==> src/rtl/pipe_ctrl_pkg.sv <==
// Shared types and constants for the pipeline control unit.
package pipe_ctrl_pkg;

  typedef logic [4:0]  reg_addr_t;
  typedef logic [31:0] word_t;

  typedef enum logic {
    CtrlIdle    = 1'b0,
    CtrlMduWait = 1'b1
  } ctrl_state_e;

  localparam logic      FlushEnable = 1'b1;
  localparam logic      StallEnable = 1'b1;
  localparam reg_addr_t ZeroReg     = 5'd0;
  localparam word_t     ZeroWord    = 32'h0000_0000;
  localparam logic      RstEnable   = 1'b0;

endpackage

==> src/rtl/pipe_ctrl_if.sv <==
// Hazard inputs and stall/flush/redirect outputs between the pipeline and its control unit.
interface pipe_ctrl_if #(
  parameter int CNT_W = 32
);
  import pipe_ctrl_pkg::*;

  reg_addr_t        id_rs1_raddr_i;
  reg_addr_t        id_rs2_raddr_i;
  logic             id_rs1_re_i;
  logic             id_rs2_re_i;
  reg_addr_t        exe_reg_waddr_i;
  logic             exe_reg_we_i;
  logic             exe_is_load_i;
  logic             exe_jump_i;
  word_t            exe_jump_addr_i;
  logic             mdu_start_i;
  logic             mdu_done_i;

  logic             pc_stall_o;
  logic             if_id_stall_o;
  logic             id_exe_stall_o;
  logic             if_id_flush_o;
  logic             id_exe_flush_o;
  logic             exe_mem_bubble_o;
  logic             pc_redirect_o;
  word_t            pc_redirect_addr_o;
  logic             mdu_err_o;
  logic [CNT_W-1:0] stall_cnt_o;
  logic [CNT_W-1:0] flush_cnt_o;

  modport master (
    output id_rs1_raddr_i, id_rs2_raddr_i, id_rs1_re_i, id_rs2_re_i,
           exe_reg_waddr_i, exe_reg_we_i, exe_is_load_i, exe_jump_i,
           exe_jump_addr_i, mdu_start_i, mdu_done_i,
    input  pc_stall_o, if_id_stall_o, id_exe_stall_o, if_id_flush_o,
           id_exe_flush_o, exe_mem_bubble_o, pc_redirect_o,
           pc_redirect_addr_o, mdu_err_o, stall_cnt_o, flush_cnt_o
  );

  modport slave (
    input  id_rs1_raddr_i, id_rs2_raddr_i, id_rs1_re_i, id_rs2_re_i,
           exe_reg_waddr_i, exe_reg_we_i, exe_is_load_i, exe_jump_i,
           exe_jump_addr_i, mdu_start_i, mdu_done_i,
    output pc_stall_o, if_id_stall_o, id_exe_stall_o, if_id_flush_o,
           id_exe_flush_o, exe_mem_bubble_o, pc_redirect_o,
           pc_redirect_addr_o, mdu_err_o, stall_cnt_o, flush_cnt_o
  );

endinterface

==> src/rtl/pipe_ctrl_sat_counter.sv <==
// Up-counter that sticks at all-ones; synchronous active-low clear.
module sat_counter #(
  parameter int W = 32
) (
  input  logic         clk,
  input  logic         clr_n,
  input  logic         inc,
  output logic [W-1:0] count
);

  logic [W-1:0] count_reg;

  always_ff @(posedge clk) begin
    if (!clr_n) begin
      count_reg <= '0;
    end else if (inc && (count_reg != '1)) begin
      count_reg <= count_reg + W'(1);
    end
  end

  assign count = count_reg;

endmodule

==> src/rtl/pipe_ctrl.sv <==
// Pipeline control: load-use bubbles, EXE jump flush/redirect, MDU freeze with watchdog,
// and saturating stall/flush performance counters.
module pipe_ctrl
  import pipe_ctrl_pkg::*;
#(
  parameter int MDU_TIMEOUT = 64,
  parameter int CNT_W       = 32
) (
  input logic        clk_i,
  input logic        rst_i,
  pipe_ctrl_if.slave bus
);

  localparam int              WD_W    = $clog2(MDU_TIMEOUT) + 1;
  localparam logic [WD_W-1:0] WD_LAST = WD_W'(MDU_TIMEOUT - 1);

  ctrl_state_e     state_reg, state_next;
  logic [WD_W-1:0] wd_reg, wd_next;
  logic            err_reg, err_next;

  logic  load_use;
  logic  pc_stall, if_id_stall, id_exe_stall;
  logic  if_id_flush, id_exe_flush, exe_mem_bubble;
  logic  pc_redirect;
  word_t redirect_addr;

  assign load_use = bus.exe_is_load_i && bus.exe_reg_we_i &&
                    (bus.exe_reg_waddr_i != ZeroReg) &&
                    ((bus.id_rs1_re_i && (bus.id_rs1_raddr_i == bus.exe_reg_waddr_i)) ||
                     (bus.id_rs2_re_i && (bus.id_rs2_raddr_i == bus.exe_reg_waddr_i)));

  always_ff @(posedge clk_i) begin
    if (rst_i == RstEnable) begin
      state_reg <= CtrlIdle;
      wd_reg    <= '0;
      err_reg   <= 1'b0;
    end else begin
      state_reg <= state_next;
      wd_reg    <= wd_next;
      err_reg   <= err_next;
    end
  end

  always_comb begin
    state_next     = state_reg;
    wd_next        = wd_reg;
    err_next       = err_reg;
    pc_stall       = 1'b0;
    if_id_stall    = 1'b0;
    id_exe_stall   = 1'b0;
    if_id_flush    = 1'b0;
    id_exe_flush   = 1'b0;
    exe_mem_bubble = 1'b0;
    pc_redirect    = 1'b0;
    redirect_addr  = ZeroWord;

    // Under reset every control is held inactive; the registers clear in the always_ff.
    if (rst_i != RstEnable) begin
      unique case (state_reg)
        CtrlIdle: begin
          if (bus.exe_jump_i) begin
            pc_redirect   = 1'b1;
            redirect_addr = bus.exe_jump_addr_i;
            if_id_flush   = FlushEnable;
            id_exe_flush  = FlushEnable;
          end else if (load_use) begin
            pc_stall     = StallEnable;
            if_id_stall  = StallEnable;
            id_exe_flush = FlushEnable;
          end
          if (bus.mdu_start_i && !bus.mdu_done_i) begin
            state_next = CtrlMduWait;
            wd_next    = '0;
          end
        end
        CtrlMduWait: begin
          // EXE is frozen here, so jump and load-use terms are deliberately not decoded.
          if (bus.mdu_done_i) begin
            state_next = CtrlIdle;
          end else if (wd_reg == WD_LAST) begin
            err_next   = 1'b1;
            state_next = CtrlIdle;
          end else begin
            pc_stall       = StallEnable;
            if_id_stall    = StallEnable;
            id_exe_stall   = StallEnable;
            exe_mem_bubble = 1'b1;
          end
          if (wd_reg != '1) begin
            wd_next = wd_reg + WD_W'(1);
          end
        end
        default: state_next = CtrlIdle;
      endcase
    end
  end

  logic [1:0]       cnt_inc;
  logic [CNT_W-1:0] cnt_val [2];

  assign cnt_inc = {pc_redirect, pc_stall};

  for (genvar gi = 0; gi < 2; gi++) begin : g_cnt
    sat_counter #(.W(CNT_W)) u_cnt (
      .clk   (clk_i),
      .clr_n (rst_i),
      .inc   (cnt_inc[gi]),
      .count (cnt_val[gi])
    );
  end

  assign bus.pc_stall_o         = pc_stall;
  assign bus.if_id_stall_o      = if_id_stall;
  assign bus.id_exe_stall_o     = id_exe_stall;
  assign bus.if_id_flush_o      = if_id_flush;
  assign bus.id_exe_flush_o     = id_exe_flush;
  assign bus.exe_mem_bubble_o   = exe_mem_bubble;
  assign bus.pc_redirect_o      = pc_redirect;
  assign bus.pc_redirect_addr_o = redirect_addr;
  assign bus.mdu_err_o          = err_reg;
  assign bus.stall_cnt_o        = cnt_val[0];
  assign bus.flush_cnt_o        = cnt_val[1];

endmodule

==> src/flat_wrapper.sv <==
// flat-port wrapper written by rule: the top's interface ports become plain ports
module pipe_ctrl_flat import pipe_ctrl_pkg::*;
#(
  parameter int MDU_TIMEOUT = 64,
  parameter int CNT_W       = 32
)
  (clk_i, rst_i, bus_id_rs1_raddr_i, bus_id_rs2_raddr_i, bus_id_rs1_re_i, bus_id_rs2_re_i, bus_exe_reg_waddr_i, bus_exe_reg_we_i, bus_exe_is_load_i, bus_exe_jump_i, bus_exe_jump_addr_i, bus_mdu_start_i, bus_mdu_done_i, bus_pc_stall_o, bus_if_id_stall_o, bus_id_exe_stall_o, bus_if_id_flush_o, bus_id_exe_flush_o, bus_exe_mem_bubble_o, bus_pc_redirect_o, bus_pc_redirect_addr_o, bus_mdu_err_o, bus_stall_cnt_o, bus_flush_cnt_o);
  pipe_ctrl_if #(.CNT_W(CNT_W)) bus_i ();
  input logic clk_i;
  input logic rst_i;
  input wire logic [$bits(bus_i.id_rs1_raddr_i)-1:0] bus_id_rs1_raddr_i;
  input wire logic [$bits(bus_i.id_rs2_raddr_i)-1:0] bus_id_rs2_raddr_i;
  input wire logic [$bits(bus_i.id_rs1_re_i)-1:0] bus_id_rs1_re_i;
  input wire logic [$bits(bus_i.id_rs2_re_i)-1:0] bus_id_rs2_re_i;
  input wire logic [$bits(bus_i.exe_reg_waddr_i)-1:0] bus_exe_reg_waddr_i;
  input wire logic [$bits(bus_i.exe_reg_we_i)-1:0] bus_exe_reg_we_i;
  input wire logic [$bits(bus_i.exe_is_load_i)-1:0] bus_exe_is_load_i;
  input wire logic [$bits(bus_i.exe_jump_i)-1:0] bus_exe_jump_i;
  input wire logic [$bits(bus_i.exe_jump_addr_i)-1:0] bus_exe_jump_addr_i;
  input wire logic [$bits(bus_i.mdu_start_i)-1:0] bus_mdu_start_i;
  input wire logic [$bits(bus_i.mdu_done_i)-1:0] bus_mdu_done_i;
  output wire logic [$bits(bus_i.pc_stall_o)-1:0] bus_pc_stall_o;
  output wire logic [$bits(bus_i.if_id_stall_o)-1:0] bus_if_id_stall_o;
  output wire logic [$bits(bus_i.id_exe_stall_o)-1:0] bus_id_exe_stall_o;
  output wire logic [$bits(bus_i.if_id_flush_o)-1:0] bus_if_id_flush_o;
  output wire logic [$bits(bus_i.id_exe_flush_o)-1:0] bus_id_exe_flush_o;
  output wire logic [$bits(bus_i.exe_mem_bubble_o)-1:0] bus_exe_mem_bubble_o;
  output wire logic [$bits(bus_i.pc_redirect_o)-1:0] bus_pc_redirect_o;
  output wire logic [$bits(bus_i.pc_redirect_addr_o)-1:0] bus_pc_redirect_addr_o;
  output wire logic [$bits(bus_i.mdu_err_o)-1:0] bus_mdu_err_o;
  output wire logic [$bits(bus_i.stall_cnt_o)-1:0] bus_stall_cnt_o;
  output wire logic [$bits(bus_i.flush_cnt_o)-1:0] bus_flush_cnt_o;
  assign bus_i.id_rs1_raddr_i = bus_id_rs1_raddr_i;
  assign bus_i.id_rs2_raddr_i = bus_id_rs2_raddr_i;
  assign bus_i.id_rs1_re_i = bus_id_rs1_re_i;
  assign bus_i.id_rs2_re_i = bus_id_rs2_re_i;
  assign bus_i.exe_reg_waddr_i = bus_exe_reg_waddr_i;
  assign bus_i.exe_reg_we_i = bus_exe_reg_we_i;
  assign bus_i.exe_is_load_i = bus_exe_is_load_i;
  assign bus_i.exe_jump_i = bus_exe_jump_i;
  assign bus_i.exe_jump_addr_i = bus_exe_jump_addr_i;
  assign bus_i.mdu_start_i = bus_mdu_start_i;
  assign bus_i.mdu_done_i = bus_mdu_done_i;
  assign bus_pc_stall_o = bus_i.pc_stall_o;
  assign bus_if_id_stall_o = bus_i.if_id_stall_o;
  assign bus_id_exe_stall_o = bus_i.id_exe_stall_o;
  assign bus_if_id_flush_o = bus_i.if_id_flush_o;
  assign bus_id_exe_flush_o = bus_i.id_exe_flush_o;
  assign bus_exe_mem_bubble_o = bus_i.exe_mem_bubble_o;
  assign bus_pc_redirect_o = bus_i.pc_redirect_o;
  assign bus_pc_redirect_addr_o = bus_i.pc_redirect_addr_o;
  assign bus_mdu_err_o = bus_i.mdu_err_o;
  assign bus_stall_cnt_o = bus_i.stall_cnt_o;
  assign bus_flush_cnt_o = bus_i.flush_cnt_o;
  pipe_ctrl #(.MDU_TIMEOUT(MDU_TIMEOUT), .CNT_W(CNT_W)) u_core (.clk_i(clk_i), .rst_i(rst_i), .bus(bus_i));
endmodule
==> config.mk <==
export PLATFORM = sky130hd
export DESIGN_NAME = pipe_ctrl_flat
export DESIGN_NICKNAME = d
export VERILOG_FILES = /design/src/rtl/pipe_ctrl_pkg.sv /design/src/rtl/pipe_ctrl_if.sv /design/src/rtl/pipe_ctrl_sat_counter.sv /design/src/rtl/pipe_ctrl.sv /design/src/flat_wrapper.sv
export SDC_FILE = /design/constraint.sdc
export NUM_CORES = 1
export LEC_CHECK = 0
export BUFFER_PORTS_ARGS = -buffer_cell sky130_fd_sc_hd__buf_2
export CORE_ASPECT_RATIO = 1.25
export CORE_MARGIN = 1
export CORE_UTILIZATION = 45
export CTS_BUF_LIST = sky130_fd_sc_hd__clkbuf_4
export DETAILED_ROUTE_END_ITERATION = 10
export GPL_TIMING_DRIVEN = 0
export PLACE_DENSITY = 0.84
export SYNTH_ARGS = -nofsm -noshare
export SYNTH_HDL_FRONTEND = slang
export SYNTH_SLANG_ARGS = --single-unit
==> constraint.sdc <==
create_clock -name clk_i -period 2.7 [get_ports clk_i]
set_input_delay 0.405 -clock clk_i [delete_from_list [all_inputs] [get_ports clk_i]]
set_output_delay 0.405 -clock clk_i [all_outputs]
set_load 0.02 [all_outputs]
==> key figures, run 1 <==
Outcome
  – Status: complete, no violations

Place
  – DP Area: 4830 um2
  – I/O Buffers: 159
  – DPL Wire Length: 8310 um
  – Routability cong.: ~0.9

Clock network
  – CTS tree: built
  – Hold Buf Count CTS: 0
  – Htree depth: 3
  – Total CTS buffers: 9
  – Num Clock Sinks: 73
  – Worst-skew pair later-pin latency: roughly 0.39 ns
  – Clock root cell: clkbuf_4
  – Clk slew on worst S/H paths: 0.11 ns
  – Clock Path Buffers: 2

Drt
  – Via count: 4060
  – Drt total wl: 10900 um
  – DR pass1 iterations: 4
  – # DRC: 0
  – Iteration-0 DRC Markers: about 130
  – Final ANT Viol Nets: 0
  – Wire per inst: 14.9 um
  – Via density: 5.52

Final layout
  – Area grow syn2layout: 28.5%
  – # diodes: 0
  – Share of layout cells above drive strength 1: 32.4%
  – FILL cells: 771
  – Post-route design area: 5020 um2
  – Max FFs per register: 64
  – Nets: 696

Synth
  – Syn Inst Count: about 460
  – Synth Cell Area: ~3900 um2
  – Yosys warnings: 0
  – Fraction of registers with async set/reset: 0%
  – Synth cell types: 53
  – Post-synth top flop: dfxtp_1
  – Syn_area_per_cell: 8.48 um2
  – Number of synthesized register bits: 73
  – Syn nets: 520
  – Cell taking the most area after synthesis: dfxtp_1
  – Top cells by area, synth: dfxtp_1, and2_1, xor2_1
  – Top cell type's share of synthesized area: between 30 and 40%
  – Post-synth EDFFs: 0
  – Post-synthesis sequential area ratio: a little under two fifths

Floorplan
  – Die H: between 100 and 150 um
  – Starting density of the core: a little under half
  – Rows: 37
  – Total core area: roughly 8300 um2
  – Chip width: 85.4 um
  – Die footprint: slightly above 9000 um2
  – Num ports: 160

Power and ir drop
  – Net Sw Frac: a little over a quarter
  – Pwr Density: 362 nW/um2
  – Clock power frac: 28.8%
  – Sequential Power Share: 59.5%
  – Cell-internal power: 1.34 mW
  – Net Sw Power: 479 uW
  – Pwr Total: 1.82 mW
  – LEAKAGE: 2.24 nW
  – Combinational Power Share: between 10% and 20%
  – VDD IR-drop max: 0.205 mV

Global routing
  – Total global-route track usage: roughly a quarter
  – Gr ovfl total: 0
  – Largest net degree at the start of global routing: 12
  – Vias in the first global route: between 3000 and 4000
  – First-pass GRT wire length: 17400 um
  – Initial antenna violation count: 0

Setup path
  – Critical-path cell list: ha_4 > nand2_2 > or4_4 > buf_6 > or3b_4 > o221ai_4 > buf_6 > buf_8 > o211ai_1 > o31ai_1
  – Critical Path RT: roughly 3 ns
  – Reg2Reg Setup Slack: around 0.070 ns
  – Worst R2R Start: u_core.g_cnt[0].u_cnt.count[0]
  – CP bufs+invs: 3
  – Slowest stage delay, CP: ~0.5 ns
  – Slowest CP cell: or4_4
  – Crit. Startpoint: u_core.g_cnt[0].u_cnt.count[0]
  – Reg2Reg Depth: 10
  – Critical path depth: 10
  – Reg-to-Reg End: u_core.g_cnt[0].u_cnt.count[4]
  – Crit path kind: reg -> reg
  – Worst path arrival time: 2.92 ns
  – Worst path most repeated cell: buf_6
  – Startpoint Class: flop
  – Crit-path max FO: 10
  – CP endpoint: u_core.g_cnt[0].u_cnt.count[4]
  – Top Family by Delay on Critical Path: simple AND/OR/NAND/NOR gates
  – Worst Setup End Kind: flop

Min path
  – HP Class: in -> reg

Timing
  – Final Hold Viols: 0
  – RSZ-0062 raised after global routing: false
  – Slew Viols, Final: 0
  – Setup Total Neg Slack: 0 ns
  – Clock skew: 0.0109 ns
  – Final Cycle Share: 97.4%
  – Achievable clock frequency: between 300 and 400 MHz
  – Slew HR: 50.5%
  – Worst-Margin Slew: between 0.7 and 0.8 ns
  – Tmin final: 2.63 ns
  – Final setup fails: 0

Flow run
  – Max-cap viol count: 0
-- how the worst min path moves through the flow --
stage	from	to	slack, ns	cells after the start
floorplan	u_core.wd_reg[6]	u_core.wd_reg[6]	0.46	2
global placement	u_core.bus.mdu_err_o	u_core.bus.mdu_err_o	0.45	2
detailed placement	u_core.bus.mdu_err_o	u_core.bus.mdu_err_o	0.47	2
CTS	rst_i	u_core.g_cnt[0].u_cnt.count[14]	0.32	3
global route	rst_i	u_core.g_cnt[0].u_cnt.count[14]	0.33	3
finish	rst_i	u_core.g_cnt[0].u_cnt.count[14]	0.33	3
-- cell families after synthesis --
kind of cell | count (synthesis) | share of synthesized area [%]
adders and majority gates | 3 | 0.960
muxes | 8 | 2.05
AOI/OAI and AO/OA | 73 | 12.1
xor gates and xnor gates | 42 | 9.41
and+or+nand+nor | 232 | 33.6
buffers and inverters | 30 | 4.51
DFF | 73 | 37.4
-- worst register-to-register path: cells and delay by family, from the launching register on --
kind                     cells  cell delay [ns]
AND/OR/NAND/NOR              3             0.99
AO/OA/AOI/OAI                3             0.52
buffers and inverters        3             0.46
flip-flops                   1             0.40
adder cells (fa/ha/maj)      1             0.16
-- through the flow --
step           hold WS (ns)  setup slack (ns)  util, %  cells
6_report              0.328            0.0698     60.3    736
5_1_grt               0.325           0.00138     60.3    736
4_1_cts               0.316           0.00137     59.5    734
3_5_place_dp          0.475           -0.0764     58.0    717
3_3_place_gp          0.449           -0.0666     58.0    717
2_1_floorplan         0.460            0.0473        -    461
-- routing by layer --
layer	routed length, um	up-vias	GRT usage [%]
met1	4760	1936	29.2
met5	0	-	0
met3	444	11	3.57
met4	117	0	8.10
met2	5630	109	40.6
li1	-	2004	-
-- synth_stat cells, drive strengths merged, types with 2 or more instances --
library cell	count
o211ai	3
and4	9
nand4	19
inv	7
a211oi	2
a21oi	26
or4	12
clkbuf	13
o21ai	13
nor2	42
and2	37
xor2	24
or3b	2
buf	10
nand3	24
and3	17
dfxtp	73
mux2i	8
nand3b	2
nor3	2
a31oi	3
o31a	3
ha	3
o31ai	14
xnor2	18
nand2	36
nor4	7
or3	12
nand2b	7
-- final cells by class --
type	count	area (um2)	share of cell area, %
plain buffers	23	150	2.99
clock buffers	10	75.1	1.49
clock inverters	3	11.3	0.224
inverters	7	26.3	0.523
multi-input cells	358	2320	46.2
flip-flops and latches	73	1480	29.4
well taps	97	121	2.42
repair buffers	165	841	16.7
-- cell usage in the layout (no fill, tap or decap), types with 3 or more instances in the layout --
master	netlist	layout
dfxtp_4	0	4
mux2i_1	8	8
clkbuf_4	0	10
dfxtp_1	73	67
buf_4	3	9
a21oi_1	26	26
nand4_1	18	18
o31a_1	3	3
nand2_1	36	35
or4_1	10	9
nor2_1	42	42
xor2_1	24	24
xnor2_1	18	18
o21ai_0	5	5
o21ai_1	8	8
or3_1	12	12
buf_6	4	4
nor4_2	3	3
and3_1	17	17
o31ai_1	14	14
clkinv_1	0	3
o211ai_1	3	3
buf_2	0	159
nor4_1	4	4
nand3_1	24	24
and2_1	36	36
inv_1	6	6
and4_1	9	9
nand2b_1	6	6
clkbuf_1	13	13
-- power groups by stage --
stage	Clock, mW	Sequential [mW]	Combinational [mW]
finish	0.523	1.08	0.215
global route	0.574	1.08	0.233
CTS	0.530	1.09	0.213
detailed placement	0	1.11	0.210
global placement	0	1.11	0.205
floorplan	0	1.11	0.116
-- timing repair --
item                       4_1_cts  5_1_grt
pin swaps                        1        3
buffers inserted                 4        2
gates resized for setup          3       13
setup endpoints to repair       25       35
Power figures use the tool's default switching activity.
==> run 2, diff against run 1 <==
- CAP_MARGIN: not set -> 20
- GPL_TIMING_DRIVEN: 0 -> not set
==> run 2 against run 1 <==
Compared with the run above: global-route usage is 0.87 points lower; critical path depth is 2 lower; fmax is 3.2% higher; worst hold slack better by 0.0082 ns; count of clock-buffer cells in the layout is 1 higher; clock skew is 0.0040 ns higher; sequential power hardly changed; clock power is 43% higher; power is 12% higher; die area stayed put; critical endpoint is now u_core.g_cnt[0].u_cnt.count[14]; largest power group unchanged.
==> key figures, run 2 (synthesized netlist as in run 1, its figures left out) <==
Final layout
  – Commonest non-fill, non-tap cell in the layout: buf_2
  – Area grow syn2layout: 26.4%
  – Most frequent cells in the layout: buf_2, dfxtp_1, nor2_1
  – Fin util: around 59%
  – Max FFs per register: 64
  – Nets: just under 700
  – Share of layout cells above drive strength 1: between 30 and 40%
  – # diodes: 0

Floorplan
  – Rows: 37
  – Num ports: 160
  – Die H: 106 um
  – Total core area: 8330 um2
  – Die footprint: between 9000 and 10000 um2
  – Chip width: between 80 and 90 um
  – Starting density of the core: a little under half

Clock network
  – Clk slew on worst S/H paths: ~0.11 ns
  – Post_cts resized: 0
  – Clock root cell: clkbuf_4
  – Setup repair bufs after CTS: 0
  – Num Clock Sinks: 73
  – CTS tree: built
  – Clock Path Buffers: 2
  – Htree depth: 3
  – Hold Buf Count CTS: 0
  – Worst-skew pair later-pin latency: 0.40 ns
  – Total CTS buffers: 9

Timing
  – Tmin final: 2.55 ns
  – Worst-Margin Slew: 0.649 ns
  – Achievable clock frequency: 393 MHz
  – Clock skew: 0.0149 ns
  – Slew HR: between 50% and 60%
  – Final setup fails: 0
  – RSZ-0062 raised after global routing: false
  – Final Hold Viols: 0
  – Final worst slack: 0.152 ns
  – Slew Viols, Final: 0
  – Setup Total Neg Slack: 0 ns
  – Final Cycle Share: a little over nine tenths

Drt
  – Iteration-0 DRC Markers: about 160
  – Final ANT Viol Nets: 0
  – # DRC: 0
  – Via count: 3943
  – Wire per inst: 14.1 um
  – Via density: ~5.5
  – DR pass1 iterations: 4
  – Drt total wl: 10200 um

Min path
  – HP Class: in -> reg

Place
  – Pre-CTS setup slack: 0.177 ns
  – Routability cong.: 0.815
  – DPL Wire Length: between 7000 and 8000 um
  – I/O Buffers: approximately 160

Global routing
  – First-pass GRT wire length: 16600 um
  – Vias in the first global route: 3678
  – Largest net degree at the start of global routing: 50
  – Gr ovfl total: 0
  – Total global-route track usage: 22.5%
  – Initial antenna violation count: 0

Setup path
  – Crit path kind: reg -> reg
  – Worst Setup End Kind: flop
  – Startpoint Class: flop
  – Critical Path RT: between 2 and 3 ns
  – Crit-path max FO: 49
  – Worst path arrival time: 2.84 ns

Flow run
  – Max-cap viol count: 0

Power and ir drop
  – VDD IR-drop max: 0.308 mV
  – Pwr Density: 413 nW/um2
  – LEAKAGE: 2.23 nW

Outcome
  – Status: complete, no violations
==> run 2: cell types whose count changed in the layout (fill, tap and decap cells not counted), sizes merged <==
cell,change
bufinv,+2
clkinv,-1
clkbuf,-12
buf,-3
==> run 2: where the power goes <==
group	leakage, nW	total, mW	switching, mW	internal [mW]
Clock	0.0844	0.748	0.360	0.388
Sequential	0.589	1.09	0.00647	1.08
Combinational	1.56	0.204	0.119	0.0848
==> run 2: path summary, 6_finish.rpt <==
kind | from | end | slack [ns] | cells past startpoint
worst max-delay path | u_core.g_cnt[0].u_cnt.count[0] | u_core.g_cnt[0].u_cnt.count[14] | 0.15 | 8
worst min-delay path | bus_mdu_start_i | u_core.state_reg | 0.34 | 3
worst max register to register | u_core.g_cnt[0].u_cnt.count[0] | u_core.g_cnt[0].u_cnt.count[14] | 0.15 | 8
worst min register to register | u_core.bus.mdu_err_o | u_core.bus.mdu_err_o | 0.49 | 2
==> run 2: critical path, cell delays in order (launching register included) <==
cell and delay, ns:
dfxtp_2 0.39, ha_1 0.23, nand2_1 0.13, or4_1 0.53, or3b_4 0.45, o221ai_4 0.20, buf_12 0.25, o311ai_0 0.16
o41ai_1 0.10
==> run 2: cell type report <==
class | instances | area (um2)
fillers | 747 | 3390
flip-flops and latches | 73 | 1460
well taps | 97 | 121
repair buffers | 172 | 906
inverters | 7 | 26.3
multi-input cells | 358 | 2270
clock inverters | 4 | 68.8
clock buffers | 11 | 82.6
==> run 2: routing by layer <==
metal / GRT usage, % / vias to the layer above / routed length, um
li1: - / 1975 / -
met1: 28.1 / 1858 / 4530
met2: 39.3 / 97 / 5140
met3: 2.10 / 13 / 388
met4: 9.29 / 0 / 148
met5: 0 / - / 0
==> run 2: through the flow <==
| stage | total power, mW | cells | area [um2] | hold WS (ns) |
|---|---|---|---|---|
| 3_5_place_dp | 1.32 | 707 | 4790 | 0.465 |
| 2_1_floorplan | 1.23 | 461 | 3910 | 0.460 |
| 4_1_cts | 2.06 | 722 | 4940 | 0.300 |
| 3_3_place_gp | 1.31 | 707 | 4790 | 0.456 |
| 6_report | 2.04 | 722 | 4940 | 0.336 |
| 5_1_grt | 2.13 | 722 | 4940 | 0.328 |
==> run 3, diff against run 2 <==
- CELL_PAD_IN_SITES_DETAIL_PLACEMENT: not set -> 1
- CELL_PAD_IN_SITES_GLOBAL_PLACEMENT: not set -> 2
- CORE_UTILIZATION: 45 -> 25
- REMOVE_ABC_BUFFERS: not set -> 1
==> run 3 against run 2 <==
Compared with the run above: register-to-register slack about the same; combinational power up 3%; worst hold slack worse by 0.039 ns; largest cell class unchanged.
==> key figures, run 3 (synthesized netlist as in run 1, its figures left out) <==
Outcome
  – Status: complete, no violations

Drt
  – # DRC: 0
  – Final ANT Viol Nets: 0
  – Via count: 4044
  – Drt total wl: 12200 um
  – DR pass1 iterations: 4
  – Wire per inst: 14.5 um
  – Via density: 4.83
  – Iteration-0 DRC Markers: 93

Setup path
  – Critical Path RT: 3.03 ns
  – Worst path arrival time: approximately 2.9 ns
  – Startpoint Class: flop
  – Crit-path max FO: 23
  – Worst Setup End Kind: flop
  – Crit path kind: reg -> reg
  – Reg2Reg Depth: 8

Timing
  – Slew HR: ~60%
  – Final setup fails: 0
  – Achievable clock frequency: 395 MHz
  – Slew Viols, Final: 0
  – RSZ-0062 raised after global routing: false
  – Final Hold Viols: 0
  – Setup Total Neg Slack: 0 ns
  – Tmin final: 2.53 ns
  – Clock skew: 0.0237 ns
  – Final Cycle Share: a little over nine tenths
  – Worst-Margin Slew: 0.588 ns
  – Hold Slack: 0.297 ns

Final layout
  – Nets: 684
  – Post-route design area: approximately 5100 um2
  – Share of layout cells above drive strength 1: 31.8%
  – Max FFs per register: 64
  – Area grow syn2layout: 29.9%
  – Cell Count, Final, Fillers Out: 837
  – Commonest non-fill, non-tap cell in the layout: buf_2
  – Most frequent cells in the layout: buf_2, dfxtp_1, nor2_1
  – FILL cells: 1884

Clock network
  – CTS tree: built
  – Hold Buf Count CTS: 0
  – Clock root cell: clkbuf_4
  – Clk slew on worst S/H paths: 0.12 ns
  – Htree depth: 3
  – Worst-skew pair later-pin latency: roughly 0.43 ns
  – Total CTS buffers: 9
  – Clock Path Buffers: 2
  – Num Clock Sinks: 73

Flow run
  – Max-cap viol count: 0

Place
  – DP Cell Count: just over 800
  – DP Area: 4980 um2
  – DPL Wire Length: 9360 um
  – Routability cong.: slightly above 0.7
  – I/O Buffers: 159

Floorplan
  – Die H: 142 um
  – Chip width: 114 um
  – Rows: 50
  – Num ports: 160
  – Die footprint: about 16000 um2
  – Starting density of the core: 25.8%
  – Total core area: 15100 um2

Global routing
  – Gr ovfl total: 0
  – Vias in the first global route: roughly 4000
  – Largest net degree at the start of global routing: 41
  – Total global-route track usage: 15.1%
  – Initial antenna violation count: 1
  – First-pass GRT wire length: ~19000 um

Min path
  – HP Class: in -> reg
  – Hold depth: 3

Power and ir drop
  – Pwr Density: 366 nW/um2
  – VDD IR-drop max: 0.162 mV
  – Pwr Total: 1.86 mW
  – LEAKAGE: around 2.2 nW
## run 3: changes by cell type in the layout (fill, tap and decap cells not counted), sizes merged
cell	before	now
buf	172	176
bufinv	2	0
clkbuf	11	9
clkinv	2	5
diode	0	1
## run 3: per-layer routing
layer / part of all wire [%] / GRT usage [%] / up-vias
met4: 1.5 / 5.54 / 0
met2: 50 / 28.3 / 131
met5: 0 / 0 / -
met1: 42 / 16.6 / 1920
li1: - / - / 1982
met3: 6.6 / 2.99 / 11
## run 3: final timing paths
check | start | end | slack, ns
worst max-delay path | u_core.g_cnt[0].u_cnt.count[1] | u_core.g_cnt[0].u_cnt.count[1] | 0.17
worst min-delay path | bus_mdu_start_i | u_core.state_reg | 0.30
worst max register to register | u_core.g_cnt[0].u_cnt.count[1] | u_core.g_cnt[0].u_cnt.count[1] | 0.17
worst min register to register | u_core.bus.mdu_err_o | u_core.bus.mdu_err_o | 0.49
## run 3: stage by stage
stage	utilization, %	setup slack, ns
after floorplan	-	-0.396
after CTS	33.5	0.123
final	33.5	0.167
after global placement	32.9	0.271
after detailed placement	32.9	0.183
after global routing	33.5	0.0138
## run 3: power by group
group	switching (mW)	internal [mW]	total [mW]	leakage [nW]
sequential	0.00622	1.08	1.09	0.589
clock	0.387	0.171	0.558	0.0541
combinational	0.123	0.0879	0.210	1.59
total	0.516	1.34	1.86	2.23
## run 3: area by class of cell
type	count	area [um2]	area share, %
Tap cell	208	260	5.13
Antenna cell	1	2.50	0.0493
Clock buffer	9	67.6	1.33
Timing Repair Buffer	176	961	18.9
Multi-Input combinational cell	358	2270	44.8
Clock inverter	5	25.0	0.493
Inverter	7	26.3	0.517
Sequential cell	73	1460	28.8
## run 3: worst max-delay path: stages (launching register included)
cell,delay [ns]
dfxtp_1,0.41
ha_1,0.18
nand2_1,0.12
or4_1,0.54
or3b_4,0.45
o221ai_4,0.26
buf_12,0.20
mux2i_1,0.21
nor2_1,0.05
## run 3: repair_timing
action                                 CTS  global route
setup buffers                            0             0
endpoints found under the hold margin    0             0
resized for setup                        0             1
setup endpoints to repair                0             2
